### src/rtl/da_pkg.sv
// Shared types and elaboration helpers for the distributed-arithmetic column convolver.
package da_pkg;

    typedef enum logic [1:0] {
        IDLE = 2'd0,
        RUN  = 2'd1,
        DONE = 2'd2
    } da_state_t;

    // Full-precision result width: sample x weight product plus tap-count growth plus sign.
    function automatic int unsigned da_acc_w(input int unsigned data_w,
                                             input int unsigned weight_w,
                                             input int unsigned kernel_h);
        return data_w + weight_w + 32'($clog2(kernel_h)) + 32'd1;
    endfunction

    function automatic int unsigned da_num_luts(input int unsigned kernel_h,
                                                input int unsigned lut_in);
        return (kernel_h + lut_in - 32'd1) / lut_in;
    endfunction

endpackage

### src/rtl/da_lut_sum.sv
// Combinational DA partition: ROM of all partial weight sums for one LUT_IN-tap bit slice.
module da_lut_sum #(
    parameter int unsigned LUT_IN = 4,
    parameter int unsigned WEIGHT_W = 5,
    parameter int unsigned NTAPS = LUT_IN,
    parameter logic [LUT_IN*WEIGHT_W-1:0] W_SLICE = '0,
    localparam int unsigned OUT_W = WEIGHT_W + $clog2(LUT_IN) + 1
) (
    input  logic [LUT_IN-1:0]       d,
    output logic signed [OUT_W-1:0] sum
);

    // Taps at or above NTAPS are padding and never contribute.
    function automatic int lut_entry(input int unsigned addr);
        int acc;
        logic signed [WEIGHT_W-1:0] w;
        acc = 0;
        for (int unsigned i = 0; i < NTAPS; i++) begin
            w = W_SLICE[i*WEIGHT_W +: WEIGHT_W];
            if (addr[i]) acc += int'(w);
        end
        return acc;
    endfunction

    logic signed [OUT_W-1:0] rom [2**LUT_IN];

    for (genvar a = 0; a < 2**LUT_IN; a++) begin : g_rom
        assign rom[a] = OUT_W'(lut_entry(a));
    end

    assign sum = rom[d];

endmodule

### src/rtl/da_conv_col.sv
// Bit-serial DA column convolver: one KERNEL_H-tap dot product per accepted column, MSB-first.
module da_conv_col
    import da_pkg::*;
#(
    parameter int unsigned DATA_W = 8,
    parameter int unsigned KERNEL_H = 7,
    parameter int unsigned WEIGHT_W = 5,
    parameter logic [KERNEL_H*WEIGHT_W-1:0] WEIGHTS = {5'd7, 5'd6, 5'd5, 5'd4, 5'd3, 5'd2, 5'd1},
    parameter int unsigned LUT_IN = 4,
    parameter bit SIGNED_IN = 1'b0,
    localparam int unsigned ACC_W = da_acc_w(DATA_W, WEIGHT_W, KERNEL_H)
) (
    input  logic                       clk,
    input  logic                       rst_n,
    input  logic                       in_valid,
    output logic                       in_ready,
    input  logic [KERNEL_H*DATA_W-1:0] in_col,
    output logic                       out_valid,
    input  logic                       out_ready,
    output logic signed [ACC_W-1:0]    out_sum
);

    localparam int unsigned NUM_LUTS = da_num_luts(KERNEL_H, LUT_IN);
    localparam int unsigned PAD_H = NUM_LUTS * LUT_IN;
    localparam int unsigned PAD_BITS = PAD_H * WEIGHT_W;
    localparam int unsigned LUT_OW = WEIGHT_W + $clog2(LUT_IN) + 1;
    localparam int unsigned CNT_W = (DATA_W > 1) ? $clog2(DATA_W) : 1;
    localparam logic [PAD_BITS-1:0] W_PAD = PAD_BITS'(WEIGHTS);

    da_state_t                   state, state_nxt;
    logic                        xfer, last;
    logic [CNT_W-1:0]            bit_cnt;
    logic [KERNEL_H*DATA_W-1:0]  shift_q, shift_nxt;
    logic [PAD_H-1:0]            d_pad;
    logic signed [LUT_OW-1:0]    lut_out [NUM_LUTS];
    logic signed [ACC_W-1:0]     p, acc_q, acc_nxt;

    // State register
    always_ff @(posedge clk or negedge rst_n) begin
        if (!rst_n) state <= IDLE;
        else        state <= state_nxt;
    end

    // Next-state logic
    always_comb begin
        state_nxt = state;
        unique case (state)
            IDLE: if (xfer) state_nxt = RUN;
            RUN:  if (last) state_nxt = DONE;
            DONE: if (out_ready) state_nxt = in_valid ? RUN : IDLE;
            default: state_nxt = IDLE;
        endcase
    end

    // Decoded handshake and control
    always_comb begin
        in_ready = (state == IDLE) || ((state == DONE) && out_ready);
        xfer     = in_valid && in_ready;
        last     = (state == RUN) && (bit_cnt == CNT_W'(DATA_W - 1));
    end

    // Current bit slice (tap MSBs), zero-padded to whole LUT partitions, and per-tap shift
    always_comb begin
        d_pad     = '0;
        shift_nxt = '0;
        for (int unsigned t = 0; t < KERNEL_H; t++) begin
            d_pad[t] = shift_q[t*DATA_W + DATA_W - 1];
            shift_nxt[t*DATA_W +: DATA_W] = {shift_q[t*DATA_W +: DATA_W-1], 1'b0};
        end
    end

    for (genvar g = 0; g < NUM_LUTS; g++) begin : g_lut
        localparam int unsigned NT = (KERNEL_H - g*LUT_IN < LUT_IN) ? (KERNEL_H - g*LUT_IN) : LUT_IN;
        da_lut_sum #(
            .LUT_IN  (LUT_IN),
            .WEIGHT_W(WEIGHT_W),
            .NTAPS   (NT),
            .W_SLICE (W_PAD[g*LUT_IN*WEIGHT_W +: LUT_IN*WEIGHT_W])
        ) u_lut (
            .d  (d_pad[g*LUT_IN +: LUT_IN]),
            .sum(lut_out[g])
        );
    end

    // Partial-sum reduction and shift-accumulate; first slice is negative for signed samples
    always_comb begin
        p = '0;
        for (int unsigned g = 0; g < NUM_LUTS; g++) begin
            p = p + ACC_W'(lut_out[g]);
        end
        if (SIGNED_IN && (bit_cnt == '0)) acc_nxt = -p;
        else                              acc_nxt = (acc_q <<< 1) + p;
    end

    // Datapath and result registers
    always_ff @(posedge clk or negedge rst_n) begin
        if (!rst_n) begin
            shift_q   <= '0;
            acc_q     <= '0;
            bit_cnt   <= '0;
            out_valid <= 1'b0;
            out_sum   <= '0;
        end else begin
            if (xfer) begin
                shift_q <= in_col;
                acc_q   <= '0;
                bit_cnt <= '0;
            end else if (state == RUN) begin
                shift_q <= shift_nxt;
                acc_q   <= acc_nxt;
                bit_cnt <= bit_cnt + CNT_W'(1);
            end
            if (last) begin
                out_valid <= 1'b1;
                out_sum   <= acc_nxt;
            end else if ((state == DONE) && out_ready) begin
                out_valid <= 1'b0;
            end
        end
    end

endmodule

### config.mk
export PLATFORM = sky130hd
export DESIGN_NAME = da_conv_col
export DESIGN_NICKNAME = d
export VERILOG_FILES = /design/src/rtl/da_pkg.sv /design/src/rtl/da_lut_sum.sv /design/src/rtl/da_conv_col.sv
export SDC_FILE = /design/constraint.sdc
export NUM_CORES = 1
export LEC_CHECK = 0
export ABC_AREA = 0
export ABC_CLOCK_PERIOD_IN_PS = 2810
export CORE_AREA = 2 2 99 101
export CTS_CLUSTER_DIAMETER = 120
export DETAILED_ROUTE_END_ITERATION = 8
export DIE_AREA = 0 0 101 103
export DONT_BUFFER_PORTS = 1
export PLACE_DENSITY = 0.66
export SLEW_MARGIN = 30
export SYNTH_ARGS = -nofsm -noshare
export SYNTH_HDL_FRONTEND = slang
export SYNTH_SLANG_ARGS = --single-unit
### constraint.sdc
create_clock -name clk -period 2.81 [get_ports clk]
set_input_delay 0.281 -clock clk [delete_from_list [all_inputs] [get_ports clk]]
set_output_delay 0.281 -clock clk [all_outputs]
set_load 0.01 [all_outputs]
==> reports/summary.txt, run 1 <==
fin crit share: 1.015
vias in the first global route: 3214
die height: 103 um
CP endpoint kind: register
IO Port Bufs: 0
slowest stage delay, CP: 0.52 ns
CP Class: register to register
Crit. Startpoint: shift_q[39]
VDD IR-drop max: 0.6517 mV
Seq/Total Area, Yosys: 0.5243
Fillers: 842
Seq cells post-synth: 95
failing checks: negative setup slack
synth warn: 0
RSZ-0062 raised after global routing: true
Tot GR Track Use: 0.1931
Main synth FF type: dfrtp_1
setup ws final: -0.04340 ns
Root Driver: clkbuf_8
Placed Area: 0.004727 mm^2
die area: 0.01040 mm^2
Slew Limit Fails: 0
largest net degree at the start of global routing: 96
relative slew slack: 0.5995
f_max: 0.3505 GHz
crit-path cells: buf_6 > ha_4 > mux2_4 > fa_1 > ha_4 > nor2b_4 > o21a_1 > o21a_1 > or4b_1 > nand3_1
total congestion overflow: 0
count of nets after finishing: 554
Setup crit end: acc_q[7]
clock latency on the worst-skew pair: 0.38 ns
register share of total power: 0.338
layout cells sized above 1: 0.1470
final core occ: 0.5444
Vias: 3325
final setup vio count: 4
Num CTS Buffers: 9
n_diodes: 0
Combinational Power Share: 0.535
final WL: 9730 um
die width: 101 um
mapped cell area: 0.004534 mm^2
clock network power share: 0.127
Crit-path slowest cell: fa_1
ANT nets after route: 0
Clock H-tree levels: 3
Max-cap violations: 0
Synth cell types: 41
Hold Vio Cnt, Final: 0
drt wl/cell: 16.30 um
Syn Area/Cell: 9.586 um^2
# IOs: 79
clk buf depth: 2
initial core utilization: 0.4794
Mapped Cells: 473
Area Overhead vs Synth: 13.58%
Remaining DRCs: 0
RR Startpoint: shift_q[39]
power density over the cells: 1425 mW/mm^2
commonest cells after routing, fill and taps aside: nand2_1 (149), dfrtp_1 (95), a22oi_1 (44)
status: finished with violations
asr flop ratio synth: 1.000
global-route wire length before repair: 15750 um
cell row count: 36
worst path arrival time: 3.16 ns
Static Leak: 2.374 nW
Worst Max-Slew Pin Slew: 0.5987 ns
Net Sw Frac: 0.4232
Reg2Reg Setup Slack: -0.04 ns
drt first pass iters: 4
Post-synth EDFFs: 0
Clock Sinks: 95
fin crit period: 2.853 ns
Clock transition at path regs: 0.10 ns
Internal Pwr Total: 4.235 mW
Via density: 5.570
end of the worst register-to-register path: acc_q[7]
HPWL after DPL: 6141 um
clock skew: 0.01209 ns
Max Fanout on Critical Path: 3
Core ar.: 0.009459 mm^2
worst reg2reg path depth: 10
post-synth net total: 549
CTS tree: built
most common cell after layout, fill and taps aside: nand2_1
Final Wtd Congestion: 0.7998
Hold WS: 0.01450 ns
P_sw: 3.107 mW
hold crit path type: input port to register
worst endpoint required time: 3.12 ns
initial antenna violation count: 0
crit start category: register
fin area: 0.005150 mm^2
Iteration-0 DRC Markers: 123
-- how the worst min path moves through the flow --
| stage | startpoint | end | slack (ns) | cells after the start |
|---|---|---|---|---|
| after floorplan | rst_n | acc_q[0] | -0.01 | 0 |
| after global placement | rst_n | out_sum[10] | -0.01 | 0 |
| after detailed placement | rst_n | out_sum[10] | -0.01 | 0 |
| after CTS | in_col[32] | shift_q[32] | 0.004 | 2 |
| after global routing | in_col[32] | shift_q[32] | 0.002 | 2 |
| final | in_col[32] | shift_q[32] | 0.01 | 2 |
-- timing repair --
action                     in CTS  in global routing
setup buffers                   0                  1
hold buffers                    3                  0
pin swaps                       6                 10
gates resized for setup        10                 29
setup endpoints to repair      21                 23
hold endpoints to repair       96                  0
-- flip-flops by register name, indices dropped and copies added (netlist names) --
name,count
bit_cnt,3
shift_q,56
state,2
out_sum,17
out_valid,1
acc_q,16
-- routing by layer --
layer,GRT usage,routed length (um)
met5,0,0
met4,0.07173,133
met3,0.05627,538
met2,0.2944,4557
met1,0.2639,4500
-- final cells by class --
cell class / instances / area [um^2] / share of cell area
clock buffers: 9 / 123.9 / 0.02405
clock inverters: 7 / 78.83 / 0.01531
inverters: 10 / 37.54 / 0.007289
multi-input cells: 340 / 2176 / 0.4225
flip-flops and latches: 95 / 2377 / 0.4616
well taps: 114 / 142.6 / 0.02770
repair buffers: 22 / 214.0 / 0.04155
-- metrics by stage --
| stage | instances | power, mW | setup WS [ns] | TNS, ns |
|---|---|---|---|---|
| floorplan | 473 | 4.968 | 0.002022 | 0 |
| global placement | 577 | 5.896 | -0.05971 | -0.3262 |
| detailed placement | 577 | 6.013 | -0.1269 | -1.754 |
| CTS | 596 | 7.152 | -0.04208 | -0.1868 |
| global route | 597 | 8.060 | -0.1313 | -1.759 |
| finish | 597 | 7.341 | -0.04340 | -0.08139 |
-- cells by family after synthesis --
logic type | synth area share
compound gates | 0.1592
xor+xnor | 0.02704
fa+ha+maj | 0.05077
buf+inv | 0.03642
flops | 0.5243
mux | 0.02732
simple gates | 0.1749
-- synth_stat cells (all sizes together) (4+ instances only) --
cell type / count / area share
nand2: 151 / 0.13
dfrtp: 95 / 0.52
a22oi: 44 / 0.073
o21ai: 35 / 0.039
buf: 19 / 0.021
ha: 12 / 0.033
o22ai: 12 / 0.017
inv: 10 / 0.0083
clkbuf: 9 / 0.0074
mux2i: 9 / 0.020
xor2: 9 / 0.017
a21oi: 8 / 0.0088
nor2: 7 / 0.0063
and2: 5 / 0.0069
nand3: 5 / 0.0055
nor2b: 5 / 0.0091
xnor2: 5 / 0.0097
and3: 4 / 0.0055
fa: 4 / 0.018
-- critical path, delay by kind of cell, from the launching register on --
kind / cells / cell delay (ns)
fa+ha+maj: 3 / 0.88
mux: 1 / 0.27
compound gates: 2 / 0.38
simple gates: 3 / 0.69
flops: 1 / 0.44
buf+inv: 1 / 0.15
-- power groups by stage --
stage | Combinational, mW | Clock, mW | Sequential [mW]
detailed placement | 3.53 | 0 | 2.49
global placement | 3.43 | 0 | 2.46
finish | 3.92 | 0.935 | 2.48
CTS | 3.73 | 0.964 | 2.46
global route | 4.46 | 1.02 | 2.57
floorplan | 2.59 | 0 | 2.38
Power figures use the tool's default switching activity.
==> inputs of run 2 (changes only) <==
--- a/config.mk
+++ b/config.mk
@@ -7,6 +7,7 @@
 export LEC_CHECK = 0
 export ABC_AREA = 0
 export ABC_CLOCK_PERIOD_IN_PS = 2810
+export CAP_MARGIN = 40
 export CORE_AREA = 2 2 99 101
 export CTS_CLUSTER_DIAMETER = 120
 export DETAILED_ROUTE_END_ITERATION = 8
==> results of run 2 <==
No change in the layout: final DEF, timing and power equal those of run 1.
==> inputs of run 3 (changes only) <==
--- a/config.mk
+++ b/config.mk
@@ -9,7 +9,6 @@
 export ABC_CLOCK_PERIOD_IN_PS = 2810
 export CAP_MARGIN = 40
 export CORE_AREA = 2 2 99 101
-export CTS_CLUSTER_DIAMETER = 120
 export DETAILED_ROUTE_END_ITERATION = 8
 export DIE_AREA = 0 0 101 103
 export DONT_BUFFER_PORTS = 1
==> results of run 3 <==
No change in the layout: final DEF, timing and power equal those of run 1.
==> RTL edit (flow settings as in run 1) <==
`SIGNED_IN`: 1'b0 -> 1'b1.
--- a/src/rtl/da_conv_col.sv
+++ b/src/rtl/da_conv_col.sv
@@ -9,3 +9,3 @@
     parameter int unsigned LUT_IN = 4,
-    parameter bit SIGNED_IN = 1'b0,
+    parameter bit SIGNED_IN = 1'b1,
     localparam int unsigned ACC_W = da_acc_w(DATA_W, WEIGHT_W, KERNEL_H)
Check against the original RTL: not equivalent (a bounded check fails within 10 cycles, from zero or initial values and one cycle with rst_n low).
==> RTL edit against run 1 <==
- the flow still finishes with violations (negative setup slack)
- worst setup slack worse by 0.45 ns
- design area is 17% higher
- routed wire length is 25% higher
- sequential share of layout area is 6.8 points lower
- non-clock buffer count is 28 higher
- critical path depth is 4 higher
- final cell count is 17% higher
- synthesized area is 11% higher
- count of clock-buffer cells in the layout is 1 higher
- sequential cell count stayed put
Power is left out: the tool's default activity adds up to more than one toggle a clock period on the data nets, which glitch-free logic cannot reach.
==> RTL edit: results (changes against run 1) <==
[logic_synthesis]
synthAdderAreaFrac = 0.0501  ; -0.000698
muxShareOfSynthArea = 0.0159  ; -0.0115
netlist_top_cells_area = dfrtp_1, nand2_1, a22oi_1
syn_inst = 550  ; +16%
synthTopCellsByCount = nand2_1, dfrtp_1, a22oi_1
synth_xor_xnor_area_share = 0.0369  ; +0.00989
ys_seq_area_frac = 0.471  ; -0.0533
synth_compound_area_frac = 0.194  ; +0.0351

[status]
status = finished, violations left
violations = negative setup slack

[cts]
cts_resized = 36  ; +26
cts_setup_buffers = 7  ; +7
numCtsBuffers = 9  ; unchanged
cts_hold_buf = 2  ; -1
insertion_delay_ns = 0.36  ; -0.02 ns

[placement]
gp_congestion = 0.916  ; +15%
place_area_um2 = 5380  ; +14%
dp_slack_ns = -0.479  ; -0.353 ns

[detailed_routing]
viasPerCell = 5.91  ; +6.2%
wire_per_inst_um = 17.5  ; +7.2%
drt-pass1-iter-count = 5  ; +1

[timing]
fin_skew_ns = 0.00748  ; -0.00461 ns
setup_tns_ns = -9.14  ; -9.06 ns
slew_headroom = 0.603  ; +0.00362
whs_ns = 0.0305  ; +0.0160 ns
finalSetupViolCount = 25  ; +21
setup_slack_ns = -0.498  ; -0.455 ns

[finish]
nets = 658  ; +19%
instances_no_fill = 698  ; +17%
layout-drive-gt1-share = 0.226  ; +0.0790

[worst_setup_path]
r2r_cells = 14  ; +4
critPathMaxFanout = 7  ; +4
slowest_delay_ns = 0.43  ; -0.09 ns
crit_slowest_cell = dfrtp_1
reg2reg_to = out_sum[16]

[worst_hold_path]
hold_start = in_col[0]
min_to = shift_q[0]

[global_route]
grt_pass1_vias = 4056  ; +26%
grt_util_all_layers = 0.244  ; +0.0507
grt_pass1_wl_um = 19900  ; +26%

==> RTL edit: routing by layer <==
| layer | GRT usage | up-vias | share of wire |
|---|---|---|---|
| met1 | 0.296 | 2027 | 0.41 |
| met3 | 0.0536 | 26 | 0.051 |
| li1 | - | 1963 | - |
| met2 | 0.424 | 111 | 0.51 |
| met5 | 0 | - | 0 |
| met4 | 0.0998 | 0 | 0.027 |
==> RTL edit: final cells by class <==
cell class,instances,area [um^2]
multi-input combinational,405,2820
inverter,18,67.6
clock buffer,10,138
sequential,95,2380
fill,784,3420
clock inverter,6,68.8
tap,114,143
timing repair buffer,50,429
==> RTL edit: kinds of logic after synthesis <==
family / count (synthesis)
DFF: 95
muxes: 8
AOI/OAI and AO/OA: 142
adders and majority gates: 19
xor gates and xnor gates: 18
and+or+nand+nor: 218
buffers and inverters: 50
